$ cat src/rtl/dmem_lsu_pkg.sv
// Shared definitions for the data-memory load/store unit.
//   - request size encodings
//   - FSM state encoding
//   - byte-lane masks and the lane shift helper used by the align logic
package dmem_lsu_pkg;

  // Request size encodings (req_size)
  localparam logic [1:0] SZ_BYTE = 2'b00;
  localparam logic [1:0] SZ_HALF = 2'b01;
  localparam logic [1:0] SZ_WORD = 2'b10;
  localparam logic [1:0] SZ_ILL  = 2'b11;

  typedef enum logic [1:0] {
    ST_IDLE  = 2'd0,
    ST_READ  = 2'd1,
    ST_WRITE = 2'd2,
    ST_RESP  = 2'd3
  } state_e;

  // Lane masks before shifting to the addressed lane
  localparam logic [31:0] BYTE_LANE_MASK = 32'h0000_00FF;
  localparam logic [31:0] HALF_LANE_MASK = 32'h0000_FFFF;

  // Bit offset of the addressed lane inside the word (little-endian).
  // Bytes use addr[1:0], halves use addr[1], words always start at bit 0.
  function automatic logic [4:0] lane_shift(input logic [1:0] addr_lo,
                                            input logic [1:0] size);
    logic [4:0] sh;
    sh = 5'd0;
    if (size == SZ_BYTE)      sh = {addr_lo, 3'b000};
    else if (size == SZ_HALF) sh = {addr_lo[1], 4'b0000};
    return sh;
  endfunction

endpackage

$ cat src/rtl/dmem_lsu_align.sv
// lsu_align: combinational byte-lane logic for the load/store unit.
//   i_word      : word read from memory
//   i_addr_lo   : byte address bits [1:0]
//   i_size      : request size (byte/half/word)
//   i_signed    : sign-extend a sub-word extraction
//   i_wdata     : store data (low byte/half used for sub-word sizes)
//   o_merged    : i_word with the addressed lane replaced by store data
//   o_extracted : addressed lane shifted to bit 0 and zero/sign extended
module lsu_align
  import dmem_lsu_pkg::*;
(
  input  logic [31:0] i_word,
  input  logic [1:0]  i_addr_lo,
  input  logic [1:0]  i_size,
  input  logic        i_signed,
  input  logic [31:0] i_wdata,
  output logic [31:0] o_merged,
  output logic [31:0] o_extracted
);

  logic [4:0]  w_sh;
  logic [31:0] w_mask;
  logic [31:0] w_lane;

  assign w_sh   = lane_shift(i_addr_lo, i_size);
  assign w_lane = i_word >> w_sh;

  always_comb begin
    w_mask      = '1;
    o_merged    = i_wdata;
    o_extracted = i_word;
    case (i_size)
      SZ_BYTE: begin
        w_mask      = BYTE_LANE_MASK << w_sh;
        o_merged    = (i_word & ~w_mask) | ((i_wdata & BYTE_LANE_MASK) << w_sh);
        o_extracted = {{24{i_signed & w_lane[7]}}, w_lane[7:0]};
      end
      SZ_HALF: begin
        w_mask      = HALF_LANE_MASK << w_sh;
        o_merged    = (i_word & ~w_mask) | ((i_wdata & HALF_LANE_MASK) << w_sh);
        o_extracted = {{16{i_signed & w_lane[15]}}, w_lane[15:0]};
      end
      default: begin
        // Word (and the never-issued illegal size): whole word, no extension.
        o_merged    = i_wdata;
        o_extracted = i_word;
      end
    endcase
  end

endmodule

$ cat src/rtl/dmem_lsu.sv
// dmem_lsu: load/store unit driving a word-wide data memory port.
// Sub-word stores use read-modify-write; sub-word loads are extracted and
// extended. Misaligned, out-of-range and illegal-size requests complete with
// resp_err and never touch memory.
//
// Handshake: a request is accepted on a rising edge where req_valid and
// req_ready are both high; all req_* fields are captured then. req_ready is
// high only in IDLE. resp_valid is a one-cycle pulse with no backpressure.
//
// Ports:
//   clk, reset_n                     clock, async active-low reset
//   req_valid/ready/we/size/signed   request handshake and attributes
//   req_addr, req_wdata              byte address, store data
//   resp_valid, resp_rdata, resp_err completion pulse, load data, error flag
//   mem_a, mem_wd, mem_we            word-aligned dmem address/data/write
//   mem_rd                           combinational dmem read data
module dmem_lsu
  import dmem_lsu_pkg::*;
#(
  parameter int unsigned MEM_WORDS = 64
) (
  input  logic        clk,
  input  logic        reset_n,
  input  logic        req_valid,
  output logic        req_ready,
  input  logic        req_we,
  input  logic [1:0]  req_size,
  input  logic        req_signed,
  input  logic [31:0] req_addr,
  input  logic [31:0] req_wdata,
  output logic        resp_valid,
  output logic [31:0] resp_rdata,
  output logic        resp_err,
  output logic [31:0] mem_a,
  output logic [31:0] mem_wd,
  output logic        mem_we,
  input  logic [31:0] mem_rd
);

  localparam logic [31:0] MEM_BYTES = 32'(MEM_WORDS * 4);

  state_e      r_state;
  state_e      w_state_nxt;

  logic        r_we;
  logic [1:0]  r_size;
  logic        r_signed;
  logic [1:0]  r_addr_lo;
  logic [31:0] r_wdata;
  logic        r_err;
  logic [31:0] r_load_data;
  logic [31:0] r_mem_a;
  logic [31:0] r_mem_wd;

  logic        w_accept;
  logic        w_req_err;
  logic [31:0] w_merged;
  logic [31:0] w_extracted;

  assign w_req_err = (req_size == SZ_ILL)
                   | ((req_size == SZ_HALF) & req_addr[0])
                   | ((req_size == SZ_WORD) & (req_addr[1:0] != 2'b00))
                   | (req_addr >= MEM_BYTES);

  // Align logic works on the captured request and live read data, so during
  // READ it yields both the merged store word and the extracted load value.
  lsu_align u_align (
    .i_word      (mem_rd),
    .i_addr_lo   (r_addr_lo),
    .i_size      (r_size),
    .i_signed    (r_signed),
    .i_wdata     (r_wdata),
    .o_merged    (w_merged),
    .o_extracted (w_extracted)
  );

  always_ff @(posedge clk or negedge reset_n) begin
    if (!reset_n) r_state <= ST_IDLE;
    else          r_state <= w_state_nxt;
  end

  always_comb begin
    w_state_nxt = r_state;
    req_ready   = 1'b0;
    resp_valid  = 1'b0;
    mem_we      = 1'b0;
    w_accept    = 1'b0;
    case (r_state)
      ST_IDLE: begin
        req_ready = 1'b1;
        w_accept  = req_valid;
        if (req_valid) begin
          if (w_req_err)                          w_state_nxt = ST_RESP;
          else if (req_we && req_size == SZ_WORD) w_state_nxt = ST_WRITE;
          else                                    w_state_nxt = ST_READ;
        end
      end
      ST_READ:  w_state_nxt = r_we ? ST_WRITE : ST_RESP;
      ST_WRITE: begin
        mem_we      = 1'b1;
        w_state_nxt = ST_RESP;
      end
      ST_RESP: begin
        resp_valid  = 1'b1;
        w_state_nxt = ST_IDLE;
      end
      default:  w_state_nxt = ST_IDLE;
    endcase
  end

  always_ff @(posedge clk or negedge reset_n) begin
    if (!reset_n) begin
      r_we        <= 1'b0;
      r_size      <= SZ_BYTE;
      r_signed    <= 1'b0;
      r_addr_lo   <= 2'b00;
      r_wdata     <= '0;
      r_err       <= 1'b0;
      r_load_data <= '0;
      r_mem_a     <= '0;
      r_mem_wd    <= '0;
    end else begin
      if (w_accept) begin
        r_we      <= req_we;
        r_size    <= req_size;
        r_signed  <= req_signed;
        r_addr_lo <= req_addr[1:0];
        r_wdata   <= req_wdata;
        r_err     <= w_req_err;
        // Errored requests leave the memory port untouched.
        if (!w_req_err) begin
          r_mem_a <= {req_addr[31:2], 2'b00};
          if (req_we && req_size == SZ_WORD) r_mem_wd <= req_wdata;
        end
      end
      if (r_state == ST_READ) begin
        if (r_we) r_mem_wd    <= w_merged;
        else      r_load_data <= w_extracted;
      end
    end
  end

  assign mem_a      = r_mem_a;
  assign mem_wd     = r_mem_wd;
  assign resp_err   = resp_valid & r_err;
  assign resp_rdata = (resp_valid && !r_we && !r_err) ? r_load_data : '0;

endmodule

$ cat config.mk
export PLATFORM = sky130hd
export DESIGN_NAME = dmem_lsu
export DESIGN_NICKNAME = d
export VERILOG_FILES = /design/src/rtl/dmem_lsu_pkg.sv /design/src/rtl/dmem_lsu_align.sv /design/src/rtl/dmem_lsu.sv
export SDC_FILE = /design/constraint.sdc
export NUM_CORES = 1
export LEC_CHECK = 0
export BUFFER_PORTS_ARGS = -buffer_cell sky130_fd_sc_hd__buf_2
export CORE_ASPECT_RATIO = 0.7
export CORE_MARGIN = 2
export CORE_UTILIZATION = 55
export CTS_BUF_LIST = sky130_fd_sc_hd__clkbuf_8
export CTS_CLUSTER_DIAMETER = 120
export DETAILED_ROUTE_END_ITERATION = 8
export MAX_ROUTING_LAYER = met4
export PLACE_DENSITY_LB_ADDON = 0.1
export SLEW_MARGIN = 20
export SYNTH_ARGS = -nofsm -noshare
export SYNTH_HDL_FRONTEND = slang
export SYNTH_SLANG_ARGS = --single-unit
$ cat constraint.sdc
create_clock -name clk -period 2.9 [get_ports clk]
set_input_delay 0.29 -clock clk [delete_from_list [all_inputs] [get_ports clk]]
set_output_delay 0.29 -clock clk [all_outputs]
set_load 0.01 [all_outputs]
# --- Word level (Yosys, flattened, before mapping) ---
# Cells that the tools add are included.
op_classes:
  n_eq_ne: 8
  bitwise: 16
  order_cmp: 1
  shift: 5
  reduce_logical: 10
  muxes: 19
ops:
  columns: ["cell", "n"]
  rows:
  - ["2-to-1 mux 32 bit", 6]
  - ["case mux 32 bit (2 select lines)", 2]
  - ["bitwise AND 32 bit", 2]
  - ["inverter 32 bit", 2]
  - ["bitwise OR 32 bit", 2]
  - [">= comparator 32 x 9 -> 1 bit, second input constant", 1]
  - ["left shift 16 x 5 -> 32 bit", 1]
  - ["left shift 16 x 5 -> 32 bit, first input constant", 1]
  - ["left shift 8 x 5 -> 32 bit", 1]
  - ["left shift 8 x 5 -> 32 bit, first input constant", 1]
  - [">> shifter 32 x 5 -> 16 bit", 1]
  - ["2-to-1 mux 5 bit", 2]
  - ["equality test 2 bit, second input constant", 4]
  - ["case mux 2 bit (4 select lines)", 1]
  - ["equality test 2 x 1 -> 1 bit, second input constant", 3]
  - ["2-to-1 mux 2 bit", 3]
  - ["bitwise AND 1 bit", 5]
  - ["2-to-1 mux 1 bit", 5]
  - ["zero test 2 bit", 2]
  - ["AND reduction 2 bit", 2]
  - ["logical AND 1 bit", 3]
  - ["bitwise OR 1 bit", 3]
  - ["zero test 1 bit", 2]
  - ["!= test 2 bit, second input constant", 1]
  - ["2 further kinds", 3]
word_totals:
  input_bits: 103
  out_inout_bits: 100
  register_bits: 135

# --- Longest topological paths before layout ---
# Gate-level depths: netlist (run 1).
depth:
  word_depth: 10
  depth_mapped: 11
  mapped_depth_nobuf: 9

# --- Modules after synthesis ---
# From an unflattened synthesis (run 1), not the netlist that was laid out.
hier_totals:
  cells_unflattened: 673
  hier_area_um2: 7334.5
by_module_without_submodules:
  columns: ["mod", "area_each_um2", "seq_area_each_um2", "cells_per_inst", "instances"]
  rows:
  - ["dmem_lsu", 5604.1, 3378.2, 424, 1]
  - ["lsu_align", 1730.4, 0.0, 249, 1]

# --- Least setup slack after synthesis (run 1) ---
# OpenSTA, ideal clock, no wires.
synth_path:
  kind: "register -> register"
  startpoint: "reg r_size[0]"
  endpoint: "reg r_mem_wd[16] (netlist: mem_wd[16])"
  setup_time_ps: 138
  synth_period_minus_slack_ps: 2334
  stages_incl_launch_ff: 10
  slack_ps: 566
  n_path_buf: 3
  arrival_ps: 2196
  cell_sequence: "dfrtp_1 -> buf_6 -> or3b_1 -> buf_2 -> clkbuf_1 -> ha_1 -> nand2b_1 -> a31oi_1 -> a2111oi_0 -> a21oi_1"
synth_between:
  elab_chain_cells: 10
synth_rtl:
  columns: ["item", "line_no", "source"]
  rows:
  - ["start: declaration", "dmem_lsu.sv:46", "logic [1:0] r_size;"]
  - ["start signal: assignment", "dmem_lsu.sv:125", "r_size <= req_size;"]
  - ["equality test 2 x 1 -> 1 bit", "dmem_lsu_pkg.sv:31, dmem_lsu_align.sv:32", null]
  - ["2-to-1 mux 5 bit", "dmem_lsu_pkg.sv:31", "else if (size == SZ_HALF) sh = {addr_lo[1], 4'b0000};"]
  - ["2-to-1 mux 5 bit", "dmem_lsu_pkg.sv:30", "if (size == SZ_BYTE) sh = {addr_lo, 3'b000};"]
  - ["left shift 16 x 5 -> 32 bit or left shift 8 x 5 -> 32 bit (tied branches)", "dmem_lsu_align.sv:39, dmem_lsu_align.sv:34", null]
  - ["inverter 32 bit (on tied branches)", "dmem_lsu_align.sv:40, dmem_lsu_align.sv:35", null]
  - ["bitwise AND 32 bit (on tied branches)", "dmem_lsu_align.sv:40, dmem_lsu_align.sv:35", null]
  - ["bitwise OR 32 bit (on tied branches)", "dmem_lsu_align.sv:40, dmem_lsu_align.sv:35", null]
  - ["case mux 32 bit (2 select lines) (*)", "dmem_lsu_align.sv:32", "case (i_size)"]
  - ["2-to-1 mux 32 bit (*)", "dmem_lsu.sv:137", "if (r_we) r_mem_wd <= w_merged;"]
  - ["2-to-1 mux 32 bit (*)", "dmem_lsu.sv:136", "if (r_state == ST_READ) begin"]
  - ["end signal: assignment", "dmem_lsu.sv:133", "if (req_we && req_size == SZ_WORD) r_mem_wd <= req_wdata;"]
  - ["end signal: assignment", "dmem_lsu.sv:137", null]
  - ["end: declaration", "dmem_lsu.sv:53", "logic [31:0] r_mem_wd;"]
# Mark *: on every way between the ends. The rest lies on a longest branch, timed or not.
# A chain may end at the register's enable or synchronous reset.

# --- Final worst setup path (run 1) ---
layout_path:
  startpoint: "reg r_size[0]"
  endpoint: "reg r_load_data[19]"
layout_between:
  elab_chain_cells: 6
layout_rtl:
  columns: ["item", "line_no", "source"]
  rows:
  - ["equality test 2 x 1 -> 1 bit", "dmem_lsu_pkg.sv:31, dmem_lsu_align.sv:32", null]
  - ["2-to-1 mux 5 bit", "dmem_lsu_pkg.sv:31", null]
  - ["2-to-1 mux 5 bit", "dmem_lsu_pkg.sv:30", null]
  - [">> shifter 32 x 5 -> 16 bit", "dmem_lsu_align.sv:26", "assign w_lane = i_word >> w_sh;"]
  - ["bitwise AND 1 bit (on tied branches)", "dmem_lsu_align.sv:41, dmem_lsu_align.sv:36", null]
  - ["case mux 32 bit (2 select lines) (*)", "dmem_lsu_align.sv:32", null]
  - ["end signal: assignment", "dmem_lsu.sv:138", "else r_load_data <= w_extracted;"]
  - ["end: declaration", "dmem_lsu.sv:51", "logic [31:0] r_load_data;"]
# Marked as above.

==> flow_metrics.tcl, run 1 <==
set metrics [dict create \
    outcome "complete, no violations" \
    drc 0 \
    hold_slack_ps 45.0 \
    finalHoldViolCount 0 \
    synth.distinct_cells 48 \
    placement.cell_area_mm2 0.00849 \
    coreArea_mm2 0.0131 \
    cp-start-kind "flop" \
    yosys.area.top_type_share_pct 46.4 \
    clk_pin_slew_ps 90 \
    dpl.hpwl_um 15600 \
    maxCapViolCount 0 \
    arrival_ps 2900 \
    cts_sinks 135 \
    cp-startpoint "r_size[0]" \
    leakage_nw 4.36 \
    antenna_found_initial 1 \
    ys_async_sr_fraction_pct 100 \
    clock_latency_ps 450 \
    cp.required_ps 3180 \
    ys_top_cells_by_area "dfrtp_1, nand2_1, a21oi_1" \
    area_growth_pct 22.6 \
    h-tree-depth 4 \
    post-route-period-util_pct 90.7 \
    tightest_slew_ps 1000 \
    die-area_mm2 0.0142 \
    postCtsSetupRepairBufs 0 \
    multiInputGateArea_mm2 0.00365 \
    syn_area_mm2 0.00729 \
    die_w_um 142 \
    grt_usage_pct 32.3 \
    fin_cells 1186 \
    period_minus_slack_ps 2630 \
    skew_ps 13.9 \
    cts_tree "built" \
    mostFrequentLayoutCell "buf_2" \
    drt-initial-drc-count 756 \
    layout_common_cells "buf_2, nand2_1, dfrtp_1" \
    final_area_mm2 0.00893 \
    synth-edff-count 0 \
    grt-ovfl-total 0 \
    grt_max_degree 65 \
    path_class "flop to flop" \
    nFillCells 1127 \
    routedWlPerCell_um 18.4 \
    ant_nets 0 \
    cts_buffers 17 \
    rr_startpoint "r_size[0]" \
    yosysTopAreaCell "dfrtp_1" \
    synth_area_per_cell_um2 8.92 \
    ys_warn_count 0 \
    rsz0062_at_grt "no" \
    cts_buffer_depth 2 \
    regArea_mm2 0.00338 \
    drtPass1Iterations 6 \
    seq_area_frac_synth_pct 46.4 \
    first_global_vias 6315 \
    power_density_mw_per_mm2 964 \
    cts_resized 0 \
    routed_via_density 5.79 \
    drt-total-wl_um 21800 \
    initial_utilization_pct 55.8 \
    worstSetupEndpointType "flop" \
    setup_tns_ps 0 \
    max-slew-margin-rel_pct 33.3 \
    ir_drop_uv 472 \
    finalSetupViolCount 0 \
    num_vias 6864 \
    cp_max_fo 16 \
    io_pins 203 \
    rows 35 \
    fmax_ghz 0.380 \
    port-buffer-count 200 \
    dp_cells 1152 \
    hp-start "req_wdata[0]" \
    min_path_type "input pin to flop" \
    ys_ff_latch 135 \
    grt_pass1_wl_um 34100 \
    slew_violations 0 \
    cts-root-buf "clkbuf_8" \
    drive_gt1_share_pct 28.9 \
    layout.nets 1117 \
    ys.flop_type "dfrtp_1" \
    gp_congestion 0.981 \
    synthCells 817 \
    fp.dieH_um 100 \
]
[per-stage QoR]
step,setup WS (ps),power [W],utilization [%]
after global routing,111,0.00921,68.5
final,271,0.00861,68.5
after floorplan,566,0.00559,-
after detailed placement,344,0.00686,65.1
after global placement,462,0.00677,65.1
after CTS,312,0.00857,68.4
[state kept, by name (all words and copies together) (netlist names), 2 cells and up]
register     cells
mem_wd          32
r_wdata         32
r_addr_lo        2
r_load_data     32
mem_a           30
r_size           2
r_state          2
[worst max-delay path: stages, from the launching register on]
cell	delay, ps
dfrtp_1	530
or3b_1	400
inv_2	200
a21oi_1	200
a21oi_1	130
a221oi_4	850
a21oi_1	150
[worst paths after layout]
check / to / slack (ps) / cells past startpoint
worst max-delay path: r_load_data[19] / 270 / 6
worst max register to register: r_load_data[19] / 270 / 6
worst min register to register: r_wdata[28] / 480 / 2
max in group asynchronous: r_load_data[2] / 1820 / 3
worst min-delay path: r_wdata[0] / 50 / 3
min in group asynchronous: r_load_data[31] / 380 / 2
[final cells by class]
type                    instances  share of cell area, %
multi-input cells             618                   40.9
flip-flops and latches        135                   37.8
repair buffers                225                   13.8
clock buffers                  17                   2.62
well taps                     166                   2.32
clock inverters                15                   2.16
inverters                       9                  0.378
diodes                          1                 0.0280
[per-layer routing]
| metal | wire (um) | share of wire [%] | up-vias | track usage, % |
|---|---|---|---|---|
| li1 | - | - | 3200 | - |
| met1 | 9910 | 45 | 3261 | 47.6 |
| met2 | 9410 | 43 | 363 | 45.0 |
| met3 | 2080 | 9.5 | 40 | 6.20 |
| met4 | 395 | 1.8 | 0 | 10.5 |
| met5 | 0 | 0 | - | - |
[power breakdown]
| group | internal (W) | switching [W] |
|---|---|---|
| sequential | 0.00260 | 0.000575 |
| clock | 0.000873 | 0.000823 |
| combinational | 0.00144 | 0.00230 |
| total | 0.00491 | 0.00370 |
[kinds of logic (layout without fill, tap and decap cells)]
logic type / Yosys count / in the layout / share of synthesized area (%)
AOI/OAI and AO/OA: 216 / 216 / 17.5
adders and majority gates: 8 / 8 / 1.37
buffers and inverters: 65 / 266 / 3.90
DFF: 135 / 135 / 46.4
muxes: 57 / 57 / 8.84
other: 1 / 3 / 0.0515
and+or+nand+nor: 335 / 335 / 21.9
[cell usage after synthesis, drive strengths merged, types with 2 or more instances]
cell,count
nand2,166
dfrtp,135
a21oi,126
o21ai,49
clkbuf,44
mux2i,43
nor2b,42
nor2,40
and2,35
nand2b,18
buf,12
nor3,10
a221oi,9
a31oi,9
mux2,9
a2111oi,8
ha,8
nand3,8
a211oi,7
inv,7
nor4,7
mux4,5
o221ai,3
clkinv,2
[timing repair]
action / CTS / global route
hold buffers: 1 / 0
setup endpoints to repair: 0 / 0
hold endpoints to repair: 62 / 0
Power figures use the tool's default switching activity.
==> run 2: changes to the inputs <==
Settings changed: MAX_ROUTING_LAYER met4 to default.
==> flow_metrics.tcl, run 2 (synthesis gave the netlist of run 1 again) <==
set metrics [dict create \
    outcome "complete, no violations" \
    io_pins 203 \
    rr_startpoint "r_size[0]" \
    dpl.hpwl_um 15500 \
    globalRouteMet2Util_pct 45.6 \
    skew_ps 12.1 \
    path_cells "or3b_1 -> ha_1 -> nand2b_1 -> a31oi_1 -> a2111oi_0 -> a21oi_1" \
    p_comb_share_pct 43.5 \
    cp_max_fo 8 \
    cp-start-kind "flop" \
    ant_nets 0 \
    met3_usage_pct 8.87 \
    cpMaxStageDelayCell "a2111oi_0" \
    p_clk_share_pct 18.7 \
    arrival_ps 2920 \
    cts_buffer_depth 2 \
    cp_top_family "compound AO/OA/AOI/OAI gates" \
    routed_via_density 5.83 \
    num_vias 6920 \
    drive_gt1_share_pct 29.0 \
    finalSetupViolCount 0 \
    coreArea_mm2 0.0131 \
    tightest_slew_ps 964 \
    clk_pin_slew_ps 90 \
    routedWlPerCell_um 18.4 \
    mostFrequentLayoutCell "buf_2" \
    cts-root-buf "clkbuf_8" \
    drt-total-wl_um 21800 \
    leakage_nw 4.34 \
    layout_common_cells "buf_2, nand2_1, dfrtp_1" \
    swShare_pct 44.0 \
    grt-ovfl-total 0 \
    postCtsSetupRepairBufs 0 \
    first_global_vias 6182 \
    grt_pass1_wl_um 34100 \
    h-tree-depth 4 \
    max-slew-margin-rel_pct 35.7 \
    ir_drop_uv 528 \
    gr-usage-met1_pct 47.4 \
    cts_sinks 135 \
    layout.nets 1118 \
    die_w_um 142 \
    post-route-period-util_pct 90.2 \
    worstSetupEndpointType "flop" \
    setup_tns_ps 0 \
    rows 35 \
    gp_congestion 0.965 \
    worst-path-buf-inv 0 \
    cts_tree "built" \
    grt_max_degree 58 \
    drt-initial-drc-count 681 \
    grt_usage_pct 31.5 \
    drtPass1Iterations 7 \
    busiest_layer "met1" \
    switchingPower_w 0.00371 \
    min_path_type "input pin to flop" \
    cp.required_ps 3210 \
    cts_buffers 17 \
    period_minus_slack_ps 2620 \
    seqPwrFrac_pct 37.8 \
    fp.dieH_um 100 \
    power_density_mw_per_mm2 948 \
    hold_slack_ps 38.7 \
    internal_power_w 0.00472 \
    die-area_mm2 0.0142 \
    initial_utilization_pct 55.8 \
    finalHoldViolCount 0 \
    hp-start "req_wdata[29]" \
    area_growth_pct 22.1 \
    drc 0 \
    clock_latency_ps 460 \
    crit_path_max_incr_delay_ps 630 \
    fmax_ghz 0.382 \
    rrSetupSlack_ps 280 \
    port-buffer-count 200 \
    maxCapViolCount 0 \
    cp-startpoint "r_size[0]" \
    rsz0062_at_grt "no" \
    slew_violations 0 \
    antenna_found_initial 1 \
    path_class "flop to flop" \
]
==> run 2: metal layers <==
metal | up-vias | routed length, um
met2 | 403 | 9420
li1 | 3202 | -
met5 | - | 0
met4 | 0 | 345
met3 | 35 | 2150
met1 | 3280 | 9910
==> run 2: final timing paths <==
path	end	cells after the start
worst min register to register	r_wdata[23]	2
worst max-delay path	mem_wd[16]	6
min in group asynchronous	r_load_data[25]	2
worst max register to register	mem_wd[16]	6
worst min-delay path	r_wdata[29]	3
max in group asynchronous	r_wdata[27]	3
==> run 2: layout make-up <==
| type | instances | area, um^2 |
|---|---|---|
| sequential | 135 | 3380 |
| clock inverter | 15 | 160 |
| antenna | 1 | 2.50 |
| inverter | 9 | 33.8 |
| clock buffer | 17 | 234 |
| tap | 166 | 208 |
| timing repair buffer | 226 | 1230 |
| multi-input combinational | 618 | 3650 |
| fill | 1065 | 4150 |
==> run 2: what timing repair did <==
action,CTS,global route
hold endpoints to repair,53,0
gates resized for setup,0,0
hold buffers,1,0
==> run 2: worst min-delay path: stages <==
cell and delay (ps):
buf_2 90, nand2_1 40, nand2_1 40
==> run 2: through the flow <==
stage / setup WS, ps / power [W] / utilization [%] / instances / cell area [um^2]
4_1_cts: 301 / 0.00838 / 68.1 / 1186 / 8890
2_1_floorplan: 566 / 0.00559 / - / 818 / 7290
3_3_place_gp: 384 / 0.00673 / 65.1 / 1153 / 8490
5_1_grt: 8.24 / 0.00905 / 68.2 / 1186 / 8900
3_5_place_dp: 306 / 0.00679 / 65.1 / 1153 / 8490
6_report: 285 / 0.00843 / 68.2 / 1187 / 8900
==> run 2: power by group through the flow <==
stage	logic (W)	clock network, W	registers, W
floorplan	0.00250	0	0.00309
global placement	0.00356	0	0.00317
detailed placement	0.00361	0	0.00319
CTS	0.00363	0.00159	0.00316
global route	0.00410	0.00169	0.00326
finish	0.00367	0.00158	0.00319
